==> src/rtl/nvram_backup_ctrl_if.sv <==
// MiSTer sd_* sector interface between the NVRAM backup controller and the HPS.
// master: the controller (issues sector requests, supplies bytes to save).
// slave:  the HPS side (acknowledges sectors, streams bytes in/out).
interface nvram_backup_ctrl_if;
   logic [31:0] sd_lba;
   logic        sd_rd;
   logic        sd_wr;
   logic        sd_ack;
   logic [8:0]  sd_buff_addr;
   logic [7:0]  sd_buff_dout;
   logic        sd_buff_wr;
   logic [7:0]  sd_buff_din;

   modport master (
      output sd_lba,
      output sd_rd,
      output sd_wr,
      output sd_buff_din,
      input  sd_ack,
      input  sd_buff_addr,
      input  sd_buff_dout,
      input  sd_buff_wr
   );

   modport slave (
      input  sd_lba,
      input  sd_rd,
      input  sd_wr,
      input  sd_buff_din,
      output sd_ack,
      output sd_buff_addr,
      output sd_buff_dout,
      output sd_buff_wr
   );
endinterface

==> src/rtl/nvram_backup_ctrl.sv <==
// NVRAM port B backup/restore controller.
// Restores the 8 kB NVRAM from the mounted save image and writes it back on an
// OSD save request or after the CPU has stopped writing NVRAM for IDLE_CYCLES.
//
// state      | meaning
// -----------+-----------------------------------------------------------
// ST_IDLE    | no transfer; handles pending mount, save request, autosave
// ST_RD_REQ  | sd_rd raised for sector `block`, waiting for sd_ack rise
// ST_RD_XFER | HPS streaming sector into NVRAM, waiting for sd_ack fall
// ST_WR_REQ  | sd_wr raised for sector `block`, waiting for sd_ack rise
// ST_WR_XFER | HPS reading sector out of NVRAM, waiting for sd_ack fall
module nvram_backup_ctrl #(
   parameter int BLOCKS      = 16,
   parameter int IDLE_CYCLES = 30000000
) (
   input  logic                       clk30,
   input  logic                       reset,
   input  logic                       img_mounted,
   input  logic                       img_readonly,
   input  logic [31:0]                img_size,
   input  logic                       autosave_en,
   input  logic                       save_req,
   input  logic                       nvram_cpu_changed,
   output logic                       nvram_allow_cpu_access,
   nvram_backup_ctrl_if.master        sd,
   output logic [12:0]                nvram_backup_restore_adr,
   output logic [7:0]                 nvram_restore_data,
   output logic                       nvram_restore_write,
   input  logic [7:0]                 nvram_backup_data,
   output logic                       busy
);

   localparam logic [2:0] ST_IDLE    = 3'd0;
   localparam logic [2:0] ST_RD_REQ  = 3'd1;
   localparam logic [2:0] ST_RD_XFER = 3'd2;
   localparam logic [2:0] ST_WR_REQ  = 3'd3;
   localparam logic [2:0] ST_WR_XFER = 3'd4;

   localparam int                CNT_W     = (IDLE_CYCLES > 1) ? $clog2(IDLE_CYCLES) : 1;
   localparam logic [CNT_W-1:0]  IDLE_MAX  = CNT_W'(IDLE_CYCLES - 1);
   localparam logic [3:0]        BLK_LAST  = 4'(BLOCKS - 1);
   localparam logic [31:0]       IMG_BYTES = 32'(BLOCKS * 512);

   logic [2:0]       state;
   logic [3:0]       block;
   logic [3:0]       blk_inc;
   logic             mounted;
   logic             readonly;
   logic             big_img;
   logic             pend_mount;
   logic             dirty;
   logic [CNT_W-1:0] idle_cnt;

   logic mount_evt;
   logic unmount_evt;
   logic mounted_now;
   logic idle_ok;
   logic do_restore;
   logic do_new;
   logic do_save;
   logic last_blk;

   // Decode mount events and the IDLE-state decisions for this cycle.
   // A mount pulse arriving while in IDLE defers the decision by one cycle so
   // the freshly latched size/readonly are the ones acted upon.
   always_comb begin
      mount_evt   = img_mounted && (img_size != 32'd0);
      unmount_evt = img_mounted && (img_size == 32'd0);
      mounted_now = mounted && !unmount_evt;
      idle_ok     = (state == ST_IDLE) && !img_mounted;
      do_restore  = idle_ok && pend_mount && big_img;
      do_new      = idle_ok && pend_mount && !big_img;
      do_save     = idle_ok && !pend_mount && mounted && !readonly &&
                    (save_req || (autosave_en && dirty && (idle_cnt == IDLE_MAX)));
      last_blk    = (block == BLK_LAST);
      blk_inc     = block + 4'd1;
   end

   // Sector sequencing FSM and the sd_* request handshake.
   always_ff @(posedge clk30) begin
      if (reset) begin
         state     <= ST_IDLE;
         block     <= 4'd0;
         sd.sd_rd  <= 1'b0;
         sd.sd_wr  <= 1'b0;
         sd.sd_lba <= 32'd0;
      end else begin
         case (state)
            ST_IDLE: begin
               if (do_restore) begin
                  state     <= ST_RD_REQ;
                  block     <= 4'd0;
                  sd.sd_lba <= 32'd0;
                  sd.sd_rd  <= 1'b1;
               end else if (do_save) begin
                  state     <= ST_WR_REQ;
                  block     <= 4'd0;
                  sd.sd_lba <= 32'd0;
                  sd.sd_wr  <= 1'b1;
               end
            end
            ST_RD_REQ: begin
               if (sd.sd_ack) begin
                  sd.sd_rd <= 1'b0;
                  state    <= ST_RD_XFER;
               end
            end
            ST_RD_XFER: begin
               if (!sd.sd_ack) begin
                  if (last_blk || !mounted_now) begin
                     state <= ST_IDLE;
                  end else begin
                     block     <= blk_inc;
                     sd.sd_lba <= {28'd0, blk_inc};
                     sd.sd_rd  <= 1'b1;
                     state     <= ST_RD_REQ;
                  end
               end
            end
            ST_WR_REQ: begin
               if (sd.sd_ack) begin
                  sd.sd_wr <= 1'b0;
                  state    <= ST_WR_XFER;
               end
            end
            ST_WR_XFER: begin
               if (!sd.sd_ack) begin
                  if (last_blk || !mounted_now) begin
                     state <= ST_IDLE;
                  end else begin
                     block     <= blk_inc;
                     sd.sd_lba <= {28'd0, blk_inc};
                     sd.sd_wr  <= 1'b1;
                     state     <= ST_WR_REQ;
                  end
               end
            end
            default: begin
               state    <= ST_IDLE;
               sd.sd_rd <= 1'b0;
               sd.sd_wr <= 1'b0;
            end
         endcase
      end
   end

   // Image mount bookkeeping, dirty flag and CPU-idle counter.
   // A CPU write always re-dirties, even during a save, so the save that is
   // in flight does not hide it; an unmount discards the dirty state.
   always_ff @(posedge clk30) begin
      if (reset) begin
         mounted    <= 1'b0;
         readonly   <= 1'b0;
         big_img    <= 1'b0;
         pend_mount <= 1'b0;
         dirty      <= 1'b0;
         idle_cnt   <= '0;
      end else begin
         if (nvram_cpu_changed) begin
            idle_cnt <= '0;
         end else if (idle_cnt != IDLE_MAX) begin
            idle_cnt <= idle_cnt + 1'b1;
         end

         if (mount_evt) begin
            mounted    <= 1'b1;
            readonly   <= img_readonly;
            big_img    <= (img_size >= IMG_BYTES);
            pend_mount <= 1'b1;
         end else if (unmount_evt) begin
            mounted    <= 1'b0;
            pend_mount <= 1'b0;
         end else if (do_restore || do_new) begin
            pend_mount <= 1'b0;
         end

         if (unmount_evt) begin
            dirty <= 1'b0;
         end else if (nvram_cpu_changed || do_new) begin
            dirty <= 1'b1;
         end else if (do_save) begin
            dirty <= 1'b0;
         end
      end
   end

   // CPU access gate lags the state by one cycle.
   always_ff @(posedge clk30) begin
      if (reset) begin
         nvram_allow_cpu_access <= 1'b1;
      end else begin
         nvram_allow_cpu_access <= !((state == ST_RD_REQ) || (state == ST_RD_XFER));
      end
   end

   // Port B data path: the HPS byte stream maps straight onto the NVRAM.
   always_comb begin
      busy                     = (state != ST_IDLE);
      nvram_backup_restore_adr = {block, sd.sd_buff_addr};
      nvram_restore_data       = sd.sd_buff_dout;
      nvram_restore_write      = sd.sd_buff_wr && (state == ST_RD_XFER);
      sd.sd_buff_din           = nvram_backup_data;
   end

endmodule

==> src/flat_wrapper.sv <==
// flat-port wrapper written by rule: the top's interface ports become plain ports
module nvram_backup_ctrl_flat 
#(
   parameter int BLOCKS      = 16,
   parameter int IDLE_CYCLES = 30000000
)
  (clk30, reset, img_mounted, img_readonly, img_size, autosave_en, save_req, nvram_cpu_changed, nvram_allow_cpu_access, nvram_backup_restore_adr, nvram_restore_data, nvram_restore_write, nvram_backup_data, busy, sd_sd_lba, sd_sd_rd, sd_sd_wr, sd_sd_buff_din, sd_sd_ack, sd_sd_buff_addr, sd_sd_buff_dout, sd_sd_buff_wr);
  nvram_backup_ctrl_if sd_i ();
  input  logic clk30;
  input  logic reset;
  input  logic img_mounted;
  input  logic img_readonly;
  input  logic [31:0] img_size;
  input  logic autosave_en;
  input  logic save_req;
  input  logic nvram_cpu_changed;
  output logic nvram_allow_cpu_access;
  output logic [12:0] nvram_backup_restore_adr;
  output logic [7:0] nvram_restore_data;
  output logic nvram_restore_write;
  input  logic [7:0] nvram_backup_data;
  output logic busy;
  output wire logic [$bits(sd_i.sd_lba)-1:0] sd_sd_lba;
  output wire logic [$bits(sd_i.sd_rd)-1:0] sd_sd_rd;
  output wire logic [$bits(sd_i.sd_wr)-1:0] sd_sd_wr;
  output wire logic [$bits(sd_i.sd_buff_din)-1:0] sd_sd_buff_din;
  input wire logic [$bits(sd_i.sd_ack)-1:0] sd_sd_ack;
  input wire logic [$bits(sd_i.sd_buff_addr)-1:0] sd_sd_buff_addr;
  input wire logic [$bits(sd_i.sd_buff_dout)-1:0] sd_sd_buff_dout;
  input wire logic [$bits(sd_i.sd_buff_wr)-1:0] sd_sd_buff_wr;
  assign sd_sd_lba = sd_i.sd_lba;
  assign sd_sd_rd = sd_i.sd_rd;
  assign sd_sd_wr = sd_i.sd_wr;
  assign sd_sd_buff_din = sd_i.sd_buff_din;
  assign sd_i.sd_ack = sd_sd_ack;
  assign sd_i.sd_buff_addr = sd_sd_buff_addr;
  assign sd_i.sd_buff_dout = sd_sd_buff_dout;
  assign sd_i.sd_buff_wr = sd_sd_buff_wr;
  nvram_backup_ctrl #(.BLOCKS(BLOCKS), .IDLE_CYCLES(IDLE_CYCLES)) u_core (.clk30(clk30), .reset(reset), .img_mounted(img_mounted), .img_readonly(img_readonly), .img_size(img_size), .autosave_en(autosave_en), .save_req(save_req), .nvram_cpu_changed(nvram_cpu_changed), .nvram_allow_cpu_access(nvram_allow_cpu_access), .sd(sd_i), .nvram_backup_restore_adr(nvram_backup_restore_adr), .nvram_restore_data(nvram_restore_data), .nvram_restore_write(nvram_restore_write), .nvram_backup_data(nvram_backup_data), .busy(busy));
endmodule
==> config.mk <==
export PLATFORM = sky130hd
export DESIGN_NAME = nvram_backup_ctrl_flat
export DESIGN_NICKNAME = d
export VERILOG_FILES = /design/src/rtl/nvram_backup_ctrl_if.sv /design/src/rtl/nvram_backup_ctrl.sv /design/src/flat_wrapper.sv
export SDC_FILE = /design/constraint.sdc
export NUM_CORES = 1
export LEC_CHECK = 0
export BUFFER_PORTS_ARGS = -buffer_cell sky130_fd_sc_hd__buf_4
export CAP_MARGIN = 25
export CORE_ASPECT_RATIO = 1.25
export CORE_MARGIN = 8
export CORE_UTILIZATION = 46
export DETAILED_ROUTE_END_ITERATION = 7
export PLACE_DENSITY = 0.81
export RECOVER_POWER = 25
export SYNTH_ARGS = -nofsm -noshare
export SYNTH_HDL_FRONTEND = slang
export SYNTH_SLANG_ARGS = --single-unit
==> constraint.sdc <==
create_clock -name clk30 -period 2.6 [get_ports clk30]
set_input_delay 0.52 -clock clk30 [delete_from_list [all_inputs] [get_ports clk30]]
set_output_delay 0.52 -clock clk30 [all_outputs]
set_load 0.05 [all_outputs]
==> run_results.csv, run 1 <==
group,metric,value,unit
cells_and_area,nets,411,
die,core,5440,um2
timing,min_period_over_period,83.7,%
synth,ys_top_cells_by_area,"dfxtp_1, buf_4, nor2_1",
power,power_density,641,nW/um2
synth,ys_warn_count,0,
clock_network,postCtsSetupBuffers,0,
route,drc,0,
critical_path,rr_worst_depth,7,
critical_path,cp-end-kind,"primary output",
placement,io_buffers,53,
die,rows,30,
placement,dpl.cell_count,400,
power,p_sw_share,39.6,%
global_route,grt_pass1_vias,2193,
flow_run,max-cap-violations,0,
clock_network,clk_pin_slew,70,ps
critical_path,r2r-end,"u_core.sd.sd_lba[3]",
synth,yosys.area.top_type,"dfxtp_1",
cells_and_area,largest_registers,"u_core.idle_cnt (25), u_core.sd.sd_lba (4), u_core.state (3)",
placement,dpl.hpwl,4500,um
cells_and_area,antenna_cells,0,
cells_and_area,layout-drive-gt1-share,22.2,%
global_route,grt_antenna_before_repair,0,
cells_and_area,regMostFlops,"u_core.idle_cnt",
global_route,grt_max_degree,26,
die,initial_core_util,47.6,%
power,ir_drop,0.260,mV
critical_path,path_max_fanout,6,
route,antenna_left,0,
timing,rsz0062_at_grt,"no",
critical_path,critPathKind,"reg -> out",
clock_network,cts_sinks,40,
clock_network,clk_latency,290,ps
route,drt_iter0_drc,77,
critical_path,r2r-start,"u_core.idle_cnt[0]",
cells_and_area,largest_reg_flops,25,
clock_network,cts_inserted_buffers,5,
power,pwr-share-comb,40.9,%
global_route,grt_pass1_wl,9720,um
synth,synth_flop_cell,"dfxtp_1",
power,intPower,1090,uW
critical_path,startpoint_type,"flip-flop",
timing,hold_violations,0,
global_route,grt_use_total,13.4,%
critical_path,worstPathRequired,2080,ps
status,status,"complete, no violations",
synth,synth_edf_count,0,
power,pwr-share-clk,21.1,%
synth,synth_area,2590,um2
die,die_h,99.9,um
timing,tns,0,ps
critical_path,worst_path_max_delay_cell,"nor3_1",
cells_and_area,area_growth,8.69,%
die,io-pin-count,132,
clock_network,htreeDepth,2,
timing,max_clock_freq,0.459,GHz
hold_path,hp-start,"img_readonly",
clock_network,cts_buffer_depth,2,
cells_and_area,finalNonFillerCells,407,
hold_path,min_path_cells,3,
timing,setup_viol,0,
synth,yosysSeqAreaShare,30.9,%
hold_path,holdCritPathClass,"in -> reg",
synth,synth-async-reset-ratio,0,%
placement,gp_congestion,0.846,
synth,syn-instance-count,318,
clock_network,root_buffer,"clkbuf_8",
timing,period_minus_slack,2180,ps
die,die_x,83.1,um
timing,drv_slew,0,
critical_path,rrSetupSlack,430,ps
clock_network,cts-resized-gates,0,
die,dieArea,8310,um2
timing,relSlewSlack,57.7,%
critical_path,cp_cell_sequence,"nor3_1 > inv_1 > buf_4",
synth,ys_types,49,
route,wl_per_cell,14.1,um
clock_network,hold_buffers,0,
power,power.leakage,0.00112,uW
hold_path,whs_endpoint,"u_core.readonly",
route,totalWireLength,5750,um
synth,synth_top_area_share,30.9,%
power,switchingPower,715,uW
critical_path,cp_top_family,"simple AND/OR/NAND/NOR gates",
route,num_vias,2204,
route,viasPerCell,5.42,
synth,ys_seq_elements,40,
critical_path,slowest_delay,540,ps
critical_path,path_buf_inv,2,
synth,syn_area_per_cell,8.15,um2
timing,skew,4.69,ps
global_route,grt-ovfl-total,0,
route,drt_first_pass_iters,4,
critical_path,crit_arrival,1660,ps
timing,worstMarginPinSlew,629,ps
clock_network,tritoncts,"done",
power,p_seq_share,37.9,%
[synthesized netlist by cell type (2+ instances only)]
| master | count |
|---|---|
| buf_4 | 57 |
| nor2_1 | 41 |
| dfxtp_1 | 40 |
| nand2_1 | 17 |
| xor2_1 | 17 |
| nand3_1 | 15 |
| a21oi_1 | 12 |
| o21ai_0 | 11 |
| nand4_1 | 10 |
| nor4_1 | 10 |
| clkbuf_1 | 9 |
| or3_1 | 8 |
| inv_1 | 6 |
| xnor2_1 | 6 |
| mux2i_1 | 5 |
| and3_1 | 4 |
| nor3_1 | 4 |
| nor3b_1 | 4 |
| nand2b_1 | 3 |
| nor4b_1 | 3 |
| a22oi_1 | 2 |
| ha_1 | 2 |
| nand4bb_1 | 2 |
| nor3_2 | 2 |
| o21a_1 | 2 |
| o32ai_1 | 2 |
| or2_2 | 2 |
[how the worst max path moves through the flow]
stage                                   start                   to  cells past startpoint
after global routing      u_core.idle_cnt[23]      u_core.sd.sd_wr                      6
after detailed placement         img_size[13]  u_core.sd.sd_lba[2]                      7
after global placement           img_size[13]  u_core.sd.sd_lba[3]                      7
after floorplan               u_core.state[2]  nvram_restore_write                      3
after CTS                  u_core.idle_cnt[0]  u_core.sd.sd_lba[3]                      7
final                         u_core.state[0]                 busy                      3
[cells by family after synthesis]
group                    count (synthesis)  synth area share, %
AND/OR/NAND/NOR                        137                 30.2
XOR/XNOR                                23                 7.77
AO/OA/AOI/OAI                           38                 9.46
multiplexers                             5                 1.93
flip-flops                              40                 30.9
adder cells (fa/ha/maj)                  2                0.965
other                                    1                0.145
buffers and inverters                   72                 18.7
[metal layers]
layer	GRT usage, %	share of wire [%]	vias to the layer above
met5	0	0	-
met4	6.91	2.2	0
met3	4.29	7.3	14
met2	24.3	54	72
met1	13.4	37	1045
li1	-	-	1073
[worst register-to-register path: cells and delay by family (launching register included)]
kind,cells,cell delay [ps]
simple gates,3,950
compound gates,3,470
fa+ha+maj,1,240
flops,1,400
[area by class of cell]
type                    count  area (um2)
clock buffers               6        72.6
clock inverters             1        5.00
fillers                   557        2630
inverters                   6        22.5
multi-input cells         233        1410
flip-flops and latches     40         801
well taps                  64        80.1
repair buffers             57         428
[per-stage QoR]
step | util [%] | hold WS [ps] | setup slack, ps | power (uW) | cell area, um2
floorplan | - | 468 | 236 | 1380 | 2690
global placement | 50.3 | 487 | 307 | 1420 | 2740
detailed placement | 50.3 | 493 | 205 | 1430 | 2740
CTS | 51.8 | 458 | 425 | 1820 | 2820
global route | 51.8 | 482 | 299 | 1910 | 2820
finish | 51.8 | 460 | 423 | 1810 | 2820
[power by group through the flow]
stage               Clock (uW)  Sequential (uW)  Combinational [uW]
floorplan                    0              765                 610
global placement             0              696                 720
detailed placement           0              698                 732
CTS                        396              684                 737
global route               420              686                 800
finish                     382              685                 739
[cell usage in the layout (no fill, tap or decap), types with 2 or more instances in the layout]
master     count
nor3b_1        4
dfxtp_1       40
nor4_1        10
conb_1        28
ha_1           2
nor3_1         4
and3_1         4
nor2_1        41
a22oi_1        2
clkbuf_8       5
o21a_1         2
inv_1          6
nand2b_1       3
o21ai_0       11
xor2_1        17
nor4b_1        3
nand3_1       15
o32ai_1        2
nor3_2         2
a21oi_1       12
nand4_1       10
or2_2          2
nand2_1       17
buf_4         57
mux2i_1        5
or3_1          8
xnor2_1        6
nand4bb_1      2
Power figures use the tool's default switching activity.
==> run 2: changes to the inputs <==
Settings changed: CORE_UTILIZATION 46 to 42, PLACE_DENSITY 0.81 to 0.78.
Clock period 2.6 ns to 1.96 ns, I/O delays scaled along.
==> run_results.csv, run 2 (synthesis results as in run 1) <==
group,metric,value,unit
critical_path,rrSetupSlack,110,ps
die,die_h,104,um
global_route,grt-ovfl-total,0,
global_route,grt_pass1_wl,10000,um
flow_run,max-cap-violations,0,
critical_path,worstSetupStartpoint,"img_size[25]",
cells_and_area,area_growth,19.2,%
clock_network,cts_sinks,40,
clock_network,htreeDepth,2,
power,total_power,2570,uW
cells_and_area,fillers,599,
power,ir_drop,0.356,mV
timing,max_clock_freq,0.535,GHz
critical_path,endpoint,"u_core.sd.sd_lba[3]",
route,drt_first_pass_iters,4,
die,core,6090,um2
critical_path,worstPathRequired,2160,ps
cells_and_area,layout-drive-gt1-share,29.8,%
cells_and_area,nets,437,
clock_network,hold_buffers,0,
route,drt_iter0_drc,132,
cells_and_area,final_common_cell,"buf_4",
route,wl_per_cell,13.7,um
global_route,grt_antenna_before_repair,0,
placement,dp_slack,-275,ps
critical_path,r2r-end,"u_core.sd.sd_lba[3]",
status,status,"complete, no violations",
power,power.leakage,0.00127,uW
timing,setup_ws,92.6,ps
placement,dpl.hpwl,4800,um
timing,min_period_over_period,95.3,%
timing,hold_violations,0,
route,viasPerCell,4.99,
timing,setup_viol,0,
global_route,grt_use_total,13.6,%
timing,worst_hold_slack,338,ps
clock_network,cts_buffer_depth,2,
critical_path,rr_worst_depth,7,
cells_and_area,regMostFlops,"u_core.idle_cnt",
critical_path,startpoint_type,"input pin",
route,antenna_left,0,
power,power_density,833,nW/um2
die,io-pin-count,132,
route,num_vias,2264,
route,drc,0,
global_route,grt_max_degree,26,
critical_path,path_max_fanout,7,
hold_path,holdCritPathClass,"in -> reg",
critical_path,critPathKind,"in -> reg",
placement,io_buffers,53,
clock_network,cts_inserted_buffers,5,
critical_path,crit_arrival,2070,ps
global_route,grt_pass1_vias,2176,
clock_network,clk_latency,300,ps
die,die_x,86.3,um
cells_and_area,largest_registers,"u_core.idle_cnt (25), u_core.sd.sd_lba (4), u_core.state (3)",
cells_and_area,layout_common_cells,"buf_4, nor2_1, dfxtp_1",
timing,tns,0,ps
timing,rsz0062_at_grt,"yes",
die,initial_core_util,42.6,%
clock_network,root_buffer,"clkbuf_8",
die,dieArea,8960,um2
clock_network,clk_pin_slew,80,ps
cells_and_area,antenna_cells,0,
clock_network,tritoncts,"done",
die,rows,32,
timing,period_minus_slack,1870,ps
cells_and_area,fin_util,50.8,%
cells_and_area,largest_reg_flops,25,
critical_path,r2r-start,"u_core.idle_cnt[0]",
timing,drv_slew,0,
route,totalWireLength,6230,um
timing,skew,6.06,ps
placement,gp_congestion,0.853,
critical_path,cp-end-kind,"flip-flop",
==> run 2: cell types whose count changed in the layout (fill, tap and decap cells not counted), sizes merged <==
cell,delta
clkinv,-1
clkbuf,+1
buf,+26
==> run 2: power by group <==
| part | internal (uW) | switching, uW | leakage [uW] | total (uW) |
|---|---|---|---|---|
| combinational | 404 | 665 | 0.000890 | 1070 |
| sequential | 867 | 37.6 | 0.000325 | 905 |
| clock | 314 | 284 | 0.0000503 | 598 |
| total | 1590 | 987 | 0.00127 | 2570 |
==> run 2: worst min-delay path by stage <==
stage | start | end | slack (ps) | cells after the start
after floorplan | u_core.dirty | u_core.dirty | 470 | 2
final | img_readonly | u_core.readonly | 340 | 3
after detailed placement | u_core.mounted | u_core.mounted | 490 | 1
after global routing | img_mounted | u_core.mounted | 340 | 2
after global placement | u_core.dirty | u_core.dirty | 480 | 2
after CTS | img_readonly | u_core.readonly | 330 | 3
==> run 2: routing by layer <==
| layer | part of all wire [%] | up-vias | track usage (%) |
|---|---|---|---|
| met3 | 7.5 | 20 | 4.19 |
| met4 | 2.2 | 0 | 6.54 |
| met1 | 37 | 1050 | 14.2 |
| met2 | 54 | 64 | 23.8 |
| li1 | - | 1130 | - |
| met5 | 0 | - | 0 |
==> run 2: stage by stage <==
stage                     instance area [um2]  std cells
after floorplan                          2700        345
after global placement                   2950        445
after detailed placement                 2950        445
after CTS                                3050        452
after global routing                     3090        454
final                                    3090        454
==> run 2: worst max-delay path, cell delays in order <==
cell and delay (ps):
buf_4 110, nor4_1 290, nand4_1 190, or4_4 560
o211a_4 180, a21boi_1 130, o32ai_1 220
==> run 2: what timing repair did <==
action,CTS,global route
hold endpoints to repair,0,0
setup endpoints to repair,0,7
buffers inserted,0,2
gates resized for setup,0,5
==> run 2: area by class of cell <==
class | instances | area, um2 | area share [%]
Clock buffer | 7 | 96.3 | 3.12
Inverter | 6 | 22.5 | 0.729
Multi-Input combinational cell | 233 | 1440 | 46.6
Sequential cell | 40 | 802 | 26.0
Tap cell | 85 | 106 | 3.44
Timing Repair Buffer | 83 | 623 | 20.2
==> run 3: changes to the inputs <==
Settings changed: ABC_AREA set to 1, PLACE_DENSITY 0.78 to 0.77.
==> run_results.csv, run 3 <==
group,metric,value,unit
placement,dpl.hpwl,5170,um
synth,yosys.area.top_type,"dfxtp_1",
clock_network,cts_sinks,40,
timing,hold_violations,0,
clock_network,cts_buffer_depth,2,
timing,setup_viol,0,
die,die_x,88.5,um
cells_and_area,regMostFlops,"u_core.idle_cnt",
die,dieArea,9440,um2
timing,setup_ws,105,ps
power,power_density,965,nW/um2
die,rows,33,
clock_network,clk_pin_slew,70,ps
cells_and_area,nets,510,
route,drt_iter0_drc,80,
global_route,grt_max_degree,16,
route,drt_first_pass_iters,4,
route,viasPerCell,4.74,
synth,synth_most_common_cell,"nand2_1",
synth,synth_area,2760,um2
critical_path,crit_arrival,1460,ps
synth,synth_top_area_share,29.0,%
synth,syn_area_per_cell,6.67,um2
power,p_seq_share,32.1,%
timing,drv_slew,0,
timing,skew,4.10,ps
synth,ys_seq_elements,40,
die,die_h,107,um
synth,synth_edf_count,0,
clock_network,cts_inserted_buffers,5,
clock_network,tritoncts,"done",
flow_run,max-cap-violations,0,
synth,syn-instance-count,414,
critical_path,startpoint_type,"flip-flop",
clock_network,htreeDepth,2,
power,pwr-share-clk,20.4,%
power,power.leakage,0.00132,uW
synth,synth-async-reset-ratio,0,%
power,ir_drop,0.817,mV
synth,ys_top_cells_by_area,"dfxtp_1, buf_4, nand2_1",
critical_path,rrSetupSlack,220,ps
route,drc,0,
timing,period_minus_slack,1850,ps
power,p_sw_share,44.6,%
global_route,grt_pass1_vias,2576,
global_route,grt_use_total,14.0,%
placement,dpl.cell_count,522,
timing,worstMarginPinSlew,556,ps
die,core,6480,um2
status,status,"complete, no violations",
clock_network,postCtsSetupBuffers,0,
synth,synth_flop_cell,"dfxtp_1",
critical_path,cp-end-kind,"primary output",
route,antenna_left,0,
route,totalWireLength,6350,um
power,pwr-share-comb,47.5,%
timing,min_period_over_period,94.6,%
synth,ys_top_cells_by_count,"nand2_1, nor2_1, buf_4",
cells_and_area,largest_reg_flops,25,
placement,dp_slack,153,ps
power,switchingPower,1310,uW
placement,io_buffers,53,
cells_and_area,antenna_cells,0,
cells_and_area,finalNonFillerCells,529,
critical_path,critPathKind,"reg -> out",
route,wl_per_cell,12.0,um
timing,max_clock_freq,0.539,GHz
global_route,grt_antenna_before_repair,0,
die,initial_core_util,42.6,%
global_route,grt-ovfl-total,0,
cells_and_area,layout-drive-gt1-share,20.4,%
clock_network,cts-resized-gates,0,
cells_and_area,largest_registers,"u_core.idle_cnt (25), u_core.sd.sd_lba (4), u_core.state (3)",
timing,rsz0062_at_grt,"no",
clock_network,hold_buffers,0,
hold_path,holdCritPathClass,"in -> reg",
timing,tns,0,ps
route,num_vias,2507,
clock_network,root_buffer,"clkbuf_8",
die,io-pin-count,132,
critical_path,worstPathRequired,1570,ps
timing,relSlewSlack,62.9,%
synth,ys_types,40,
critical_path,path_max_fanout,6,
power,intPower,1620,uW
cells_and_area,area_growth,9.88,%
cells_and_area,final_common_cell,"nand2_1",
cells_and_area,layout_common_cells,"nand2_1, nor2_1, buf_4",
global_route,grt_pass1_wl,10800,um
synth,yosysSeqAreaShare,29.0,%
synth,ys_warn_count,0,
clock_network,clk_latency,300,ps
placement,gp_congestion,0.900,
run 3: layout make-up:
class | instances | area [um2]
Sequential cell | 40 | 802
Multi-Input combinational cell | 285 | 1410
Clock buffer | 7 | 96.3
Fill cell | 700 | 3450
Tap cell | 87 | 109
Timing Repair Buffer | 54 | 405
Inverter | 56 | 210
run 3: worst paths after layout:
path                                           from  depth (start not counted)                  end
worst min-delay path                          reset                          2      u_core.state[2]
worst max register to register   u_core.idle_cnt[1]                         10  u_core.idle_cnt[20]
worst min register to register  u_core.idle_cnt[23]                          1  u_core.idle_cnt[23]
worst max-delay path                u_core.state[2]                          6  nvram_restore_write
run 3: kinds of logic after synthesis:
| kind of cell | after synthesis | share of synthesized area, % |
|---|---|---|
| simple gates | 198 | 33.7 |
| buf+inv | 116 | 23.6 |
| compound gates | 52 | 11.1 |
| flops | 40 | 29.0 |
| xor+xnor | 5 | 1.59 |
| fa+ha+maj | 2 | 0.906 |
| other cells | 1 | 0.136 |
run 3: per-stage QoR:
step / area (um2) / power [uW] / hold slack [ps] / utilization, %
2_1_floorplan: 2860 / 2200 / 422 / -
3_3_place_gp: 2940 / 2310 / 443 / 45.3
6_report: 3030 / 2930 / 296 / 46.8
5_1_grt: 3030 / 3110 / 284 / 46.8
4_1_cts: 3030 / 2940 / 287 / 46.8
3_5_place_dp: 2940 / 2330 / 451 / 45.3
run 3: power by group through the flow:
stage          Sequential, uW  Combinational [uW]  Clock (uW)
4_1_cts                   940                1390         612
3_5_place_dp              958                1380           0
3_3_place_gp              957                1350           0
6_report                  940                1390         597
2_1_floorplan            1080                1120           0
5_1_grt                   948                1520         641
run 3: worst max-delay path, cell delays in order, from the launching register on:
cell,delay [ps]
dfxtp_1,380
inv_2,90
nand2_2,70
nor2_2,260
inv_1,70
nor2_1,90
buf_4,200
run 3: routing by layer:
metal  vias to the layer above  routed length, um  track usage (%)
li1                       1287                  -                -
met1                      1120               2410             13.5
met2                        83               3440             26.3
met3                        17                358             3.83
met4                         0                146             6.79
met5                         -                  0                0
